==> src/rtl/core_debug_ctrl.sv <==
// core_debug_ctrl: run/halt/step debug controller with a probe snapshot, a display mux and a retired-instruction counter.
// The optional PC breakpoint comparator is built only when the macro DBG_BREAKPOINT_EN is defined.
module core_debug_ctrl #(
  parameter int N_CH         = 16,
  parameter int W            = 32,
  parameter int DISP_W       = 16,
  parameter int CNT_W        = 32,
  parameter bit START_HALTED = 1'b0
) (
  input  logic                clk,
  input  logic                rst,
  input  logic [N_CH*W-1:0]   probe_bus,
  input  logic [W-1:0]        pc,
  input  logic [5:0]          sel,
  input  logic                run_btn,
  input  logic                step_btn,
  input  logic                halt_req,
  input  logic [W-1:0]        bp_addr,
  input  logic                bp_en,
  output logic                core_en,
  output logic [DISP_W-1:0]   disp,
  output logic [1:0]          dbg_state,
  output logic [CNT_W-1:0]    instr_cnt
);

  typedef enum logic [1:0] {
    ST_RUN  = 2'b00,
    ST_HALT = 2'b01,
    ST_STEP = 2'b10
  } state_t;

  localparam state_t RESET_STATE = state_t'(START_HALTED ? 2'b01 : 2'b00);

  state_t              state_r;
  logic [N_CH*W-1:0]   snapshot_r;
  logic [N_CH*W-1:0]   probe_src_s;
  logic [DISP_W-1:0]   disp_s;
  logic [DISP_W-1:0]   disp_r;
  logic [CNT_W-1:0]    cnt_r;
  logic                run_q_r;
  logic                step_q_r;
  logic                run_edge_s;
  logic                step_edge_s;
  logic                bp_hit_s;
  logic                unused_src_s;

  assign run_edge_s  = run_btn & ~run_q_r;
  assign step_edge_s = step_btn & ~step_q_r;

`ifdef DBG_BREAKPOINT_EN
  // bp_mask lets a resumed core execute the breakpointed instruction exactly once.
  logic bp_mask_r;
  assign bp_hit_s = bp_en & (pc == bp_addr) & ~bp_mask_r;

  // Breakpoint mask: armed on every exit from HALT, cleared after the first RUN cycle.
  always_ff @(posedge clk or posedge rst) begin
    if (rst) begin
      bp_mask_r <= 1'b1;
    end else if ((state_r == ST_HALT) && (run_edge_s || step_edge_s)) begin
      bp_mask_r <= 1'b1;
    end else if (state_r == ST_RUN) begin
      bp_mask_r <= 1'b0;
    end else begin
      bp_mask_r <= bp_mask_r;
    end
  end
`else
  logic unused_bp_s;
  assign unused_bp_s = ^{bp_en, bp_addr};
  assign bp_hit_s    = 1'b0;
`endif

  assign core_en   = ((state_r == ST_RUN) & ~halt_req & ~bp_hit_s) | (state_r == ST_STEP);
  assign dbg_state = state_r;
  assign disp      = disp_r;
  assign instr_cnt = cnt_r;

  // Button edge detectors: one history register per button.
  always_ff @(posedge clk or posedge rst) begin
    if (rst) begin
      run_q_r  <= 1'b0;
      step_q_r <= 1'b0;
    end else begin
      run_q_r  <= run_btn;
      step_q_r <= step_btn;
    end
  end

  // Debug FSM; the snapshot captures the probes of the last cycle before HALT.
  always_ff @(posedge clk or posedge rst) begin
    if (rst) begin
      state_r    <= RESET_STATE;
      snapshot_r <= '0;
    end else begin
      case (state_r)
        ST_RUN: begin
          if (halt_req || bp_hit_s) begin
            state_r    <= ST_HALT;
            snapshot_r <= probe_bus;
          end else begin
            state_r    <= ST_RUN;
          end
        end
        ST_HALT: begin
          if (step_edge_s) begin
            state_r <= ST_STEP;
          end else if (run_edge_s) begin
            state_r <= ST_RUN;
          end else begin
            state_r <= ST_HALT;
          end
        end
        ST_STEP: begin
          state_r    <= ST_HALT;
          snapshot_r <= probe_bus;
        end
        default: begin
          state_r <= RESET_STATE;
        end
      endcase
    end
  end

  assign probe_src_s  = (state_r == ST_HALT) ? snapshot_r : probe_bus;
  assign unused_src_s = ^probe_src_s;

  // Display mux: unmatched selects (sel >= N_CH) leave the default of zero.
  always_comb begin
    disp_s = '0;
    for (int k = 0; k < N_CH; k++) begin
      disp_s = (sel == 6'(k)) ? probe_src_s[k*W +: DISP_W] : disp_s;
    end
  end

  // Registered display word.
  always_ff @(posedge clk or posedge rst) begin
    if (rst) begin
      disp_r <= '0;
    end else begin
      disp_r <= disp_s;
    end
  end

  // Saturating retired-instruction counter.
  always_ff @(posedge clk or posedge rst) begin
    if (rst) begin
      cnt_r <= '0;
    end else if (core_en && (cnt_r != {CNT_W{1'b1}})) begin
      cnt_r <= cnt_r + CNT_W'(1);
    end else begin
      cnt_r <= cnt_r;
    end
  end

endmodule

==> config.mk <==
export PLATFORM = sky130hd
export DESIGN_NAME = core_debug_ctrl
export DESIGN_NICKNAME = d
export VERILOG_FILES = /design/src/rtl/core_debug_ctrl.sv
export SDC_FILE = /design/constraint.sdc
export NUM_CORES = 1
export LEC_CHECK = 0
export ABC_CLOCK_PERIOD_IN_PS = 10400
export BUFFER_PORTS_ARGS = -buffer_cell sky130_fd_sc_hd__buf_2
export CORE_AREA = 3 3 245 247
export CTS_CLUSTER_SIZE = 16
export DETAILED_ROUTE_END_ITERATION = 10
export DIE_AREA = 0 0 248 250
export SYNTH_ARGS = -nofsm -noshare
export SYNTH_HDL_FRONTEND = slang
export SYNTH_SLANG_ARGS = --single-unit
export TNS_END_PERCENT = 20
==> constraint.sdc <==
create_clock -name clk -period 10.4 [get_ports clk]
set_input_delay 1.56 -clock clk [delete_from_list [all_inputs] [get_ports clk]]
set_output_delay 1.56 -clock clk [all_outputs]
set_load 0.05 [all_outputs]
==> flow_summary_export.csv <==
group,metric,value,unit
placed_design,dp_hpwl,42400,um
power,vdd_drop_max,191,uV
timing,rsz0062_at_grt,"no",
timing,setup_viol,0,
timing,clock_skew,0.0290,ns
critical_path,cp_max_fo,35,
yosys,syn_avg_cell_area,11.2,sq um
clocking,cts_hold_buf,0,
hold_path,hold_path_class,"flop to flop",
placed_design,io_buffers,317,
timing,relSlewSlack,0.124,
clocking,cts_root_buffer,"clkbuf_16",
clocking,cts.repair.resized,0,
layout,area_growth,21.8,%
status,status,"complete, no violations",
power,p_leak,8.86,nW
yosys,yosysSeqAreaShare,0.475,
timing,fmax,240,MHz
drt,drt_iter0_markers,743,
yosys,synth_flop_cell,"dfrtp_1",
floorplan,die_w,248,um
yosys,synth_edf_count,0,
layout,drive_gt1_frac,0.390,
yosys,synth-compound-area-share,0.101,
yosys,yosysWarnings,0,
yosys,async_flop_share,1.00,
power,comb_power_share,0.327,
power,p_clk_frac,0.279,
power,power,0.00493,W
yosys,synth_nets,2035,
global_route,grt_pass1_wl,84500,um
drt,firstDrtPassIters,5,
floorplan,io_pins,639,
timing,final.setup.tns,0,ns
placed_design,globalplace.congestion,0.848,
global_route,first_global_vias,13100,
power,p_switching,0.00162,W
power,seqPwrFrac,0.394,
yosys,netlist_area,16200,sq um
clocking,cts_tree,"yes",
floorplan,dieArea,62000,sq um
layout,instances_no_fill,2515,
power,swShare,0.328,
drt,via_per_inst,5.12,
drt,wl,58100,um
timing,tightest_slew,1.31,ns
drt,wire_per_inst,23.1,um
clocking,cts.htree.levels,2,
clocking,clkSinkCount,308,
critical_path,arrival,4.54,ns
drt,ant_nets,0,
power,p_int,0.00331,W
power,powerDensity,249,nW/um^2
timing,fin_crit,4.16,ns
job,drv_cap,0,
layout,nets,2302,
yosys,synth_mux_area_frac,0.282,
floorplan,start_util,0.281,
global_route,overflow,0,
floorplan,rows,88,
clocking,clk_path_buf_depth,3,
yosys,ys_types,51,
timing,min_period_over_period,0.400,
critical_path,reg2reg_slack,6.56,ns
placed_design,dp_cells,2438,
critical_path,cp.required,10.77,ns
global_route,grt_max_degree,176,
critical_path,cp-start-kind,"input pin",
timing,drv_slew,0,
clocking,clock_latency,0.57,ns
clocking,cts.clk_slew.worst_paths,0.06,ns
critical_path,worstSetupPathType,"input pin to flop",
clocking,cts-buffers-inserted,38,
timing,hold_viol,0,
yosys,synth_top_family_by_area,"multiplexers",
global_route,antenna_found_initial,45,
yosys,ys_ff_latch,308,
yosys,yosys.area_share.simple,0.0930,
clocking,cts_setup_buffers,0,
layout,final_common_cell,"buf_2",
yosys,synthAdderAreaFrac,0.000771,
yosys,synth-xor-area-share,0.0173,
drt,vias,12900,
floorplan,die_h,250,um
drt,remaining_drc_errors,0,
yosys,synthCells,1446,
global_route,grt_usage,0.183,
critical_path,crit_path_end_kind,"flop",
layout,final_cell_mix,"317 x buf_2, 308 x dfrtp_1, 259 x mux2_2, 206 x nand2_1, 145 x mux2i_1",
floorplan,core,57800,sq um
[worst paths after layout]
path | startpoint | to | cells after the start
setup / recovery | sel[0] | disp[7]$_DFF_PP0_ | 8
hold / removal | step_q_r$_DFF_PP0_ | dbg_state[1]$_DFF_PP0_ | 1
setup reg to reg | dbg_state[1]$_DFF_PP0_ | disp[10]$_DFF_PP0_ | 8
hold reg to reg | step_q_r$_DFF_PP0_ | dbg_state[1]$_DFF_PP0_ | 1
max in group asynchronous | rst | snapshot_r[263]$_DFFE_PP0P_ | 4
min in group asynchronous | rst | instr_cnt[3]$_DFFE_PP0P_ | 2
[metrics by stage]
step	utilization	hold WS, ns	cell area (sq um)	setup WS, ns
2_1_floorplan	-	0.409	16200	0.324
4_1_cts	0.342	0.432	19700	6.33
5_1_grt	0.342	0.447	19800	6.12
6_report	0.342	0.429	19800	6.24
3_3_place_gp	0.319	0.418	18500	5.72
3_5_place_dp	0.319	0.424	18500	5.72
[logic make-up (layout without fill, tap and decap cells)]
logic type / after synthesis / in the layout
AO/OA/AOI/OAI: 253 / 253
XOR/XNOR: 32 / 32
adder cells (fa/ha/maj): 1 / 1
buffers and inverters: 114 / 407
flip-flops: 308 / 308
multiplexers: 413 / 413
other: 0 / 11
AND/OR/NAND/NOR: 325 / 325
[power by group through the flow]
stage          registers [W]  clock network [W]  logic (W)
2_1_floorplan        0.00196                  0    0.00120
3_3_place_gp         0.00192                  0    0.00158
3_5_place_dp         0.00195                  0    0.00162
4_1_cts              0.00193            0.00141    0.00163
5_1_grt              0.00200            0.00146    0.00175
6_report             0.00194            0.00137    0.00161
[final cells by class]
type | instances | area (sq um)
inverters | 9 | 41.3
clock buffers | 50 | 1080
diodes | 11 | 27.5
fillers | 5810 | 38000
multi-input cells | 1024 | 8040
flip-flops and latches | 308 | 7710
well taps | 765 | 957
repair buffers | 332 | 1720
clock inverters | 16 | 206
[per-layer routing]
metal,vias to the layer above,global-route usage,part of all wire
li1,5869,-,-
met1,6393,0.228,0.40
met2,436,0.298,0.47
met3,135,0.0650,0.096
met4,44,0.0514,0.027
met5,-,0,0.0045
[registers in the layout, indices dropped and copies added, names as in the netlist]
name,count
run_q_r,1
disp,16
instr_cnt,32
dbg_state,2
step_q_r,1
snapshot_r,256
[cell usage after synthesis (9+ instances only)]
cell,n,share of area
mux2_2,259,0.18
a32oi_1,20,0.011
nand2_1,206,0.048
a22oi_1,13,0.0060
o221ai_1,13,0.0070
buf_2,34,0.010
o41a_1,13,0.0090
inv_1,9,0.0021
o21ai_1,12,0.0037
a21oi_1,75,0.023
mux4_2,9,0.012
nor3_1,19,0.0059
buf_4,13,0.0060
nand3_1,18,0.0055
nor2_1,19,0.0044
dfrtp_1,308,0.47
o22ai_1,33,0.013
o21ai_0,33,0.010
or3_1,16,0.0062
mux2i_1,145,0.089
xor2_1,9,0.0049
a31oi_1,16,0.0062
o211ai_1,14,0.0065
clkbuf_1,56,0.013
nand4_1,10,0.0039
xnor2_1,23,0.012
[critical path, stage by stage]
cell     delay, ns
buf_2         0.09
buf_4         0.25
inv_1         0.22
nand2_1       0.45
nor2_1        1.02
a31oi_1       0.20
o21ai_1       0.43
a21oi_1       0.27
Note: power is estimated with default switching activity, not from simulation.
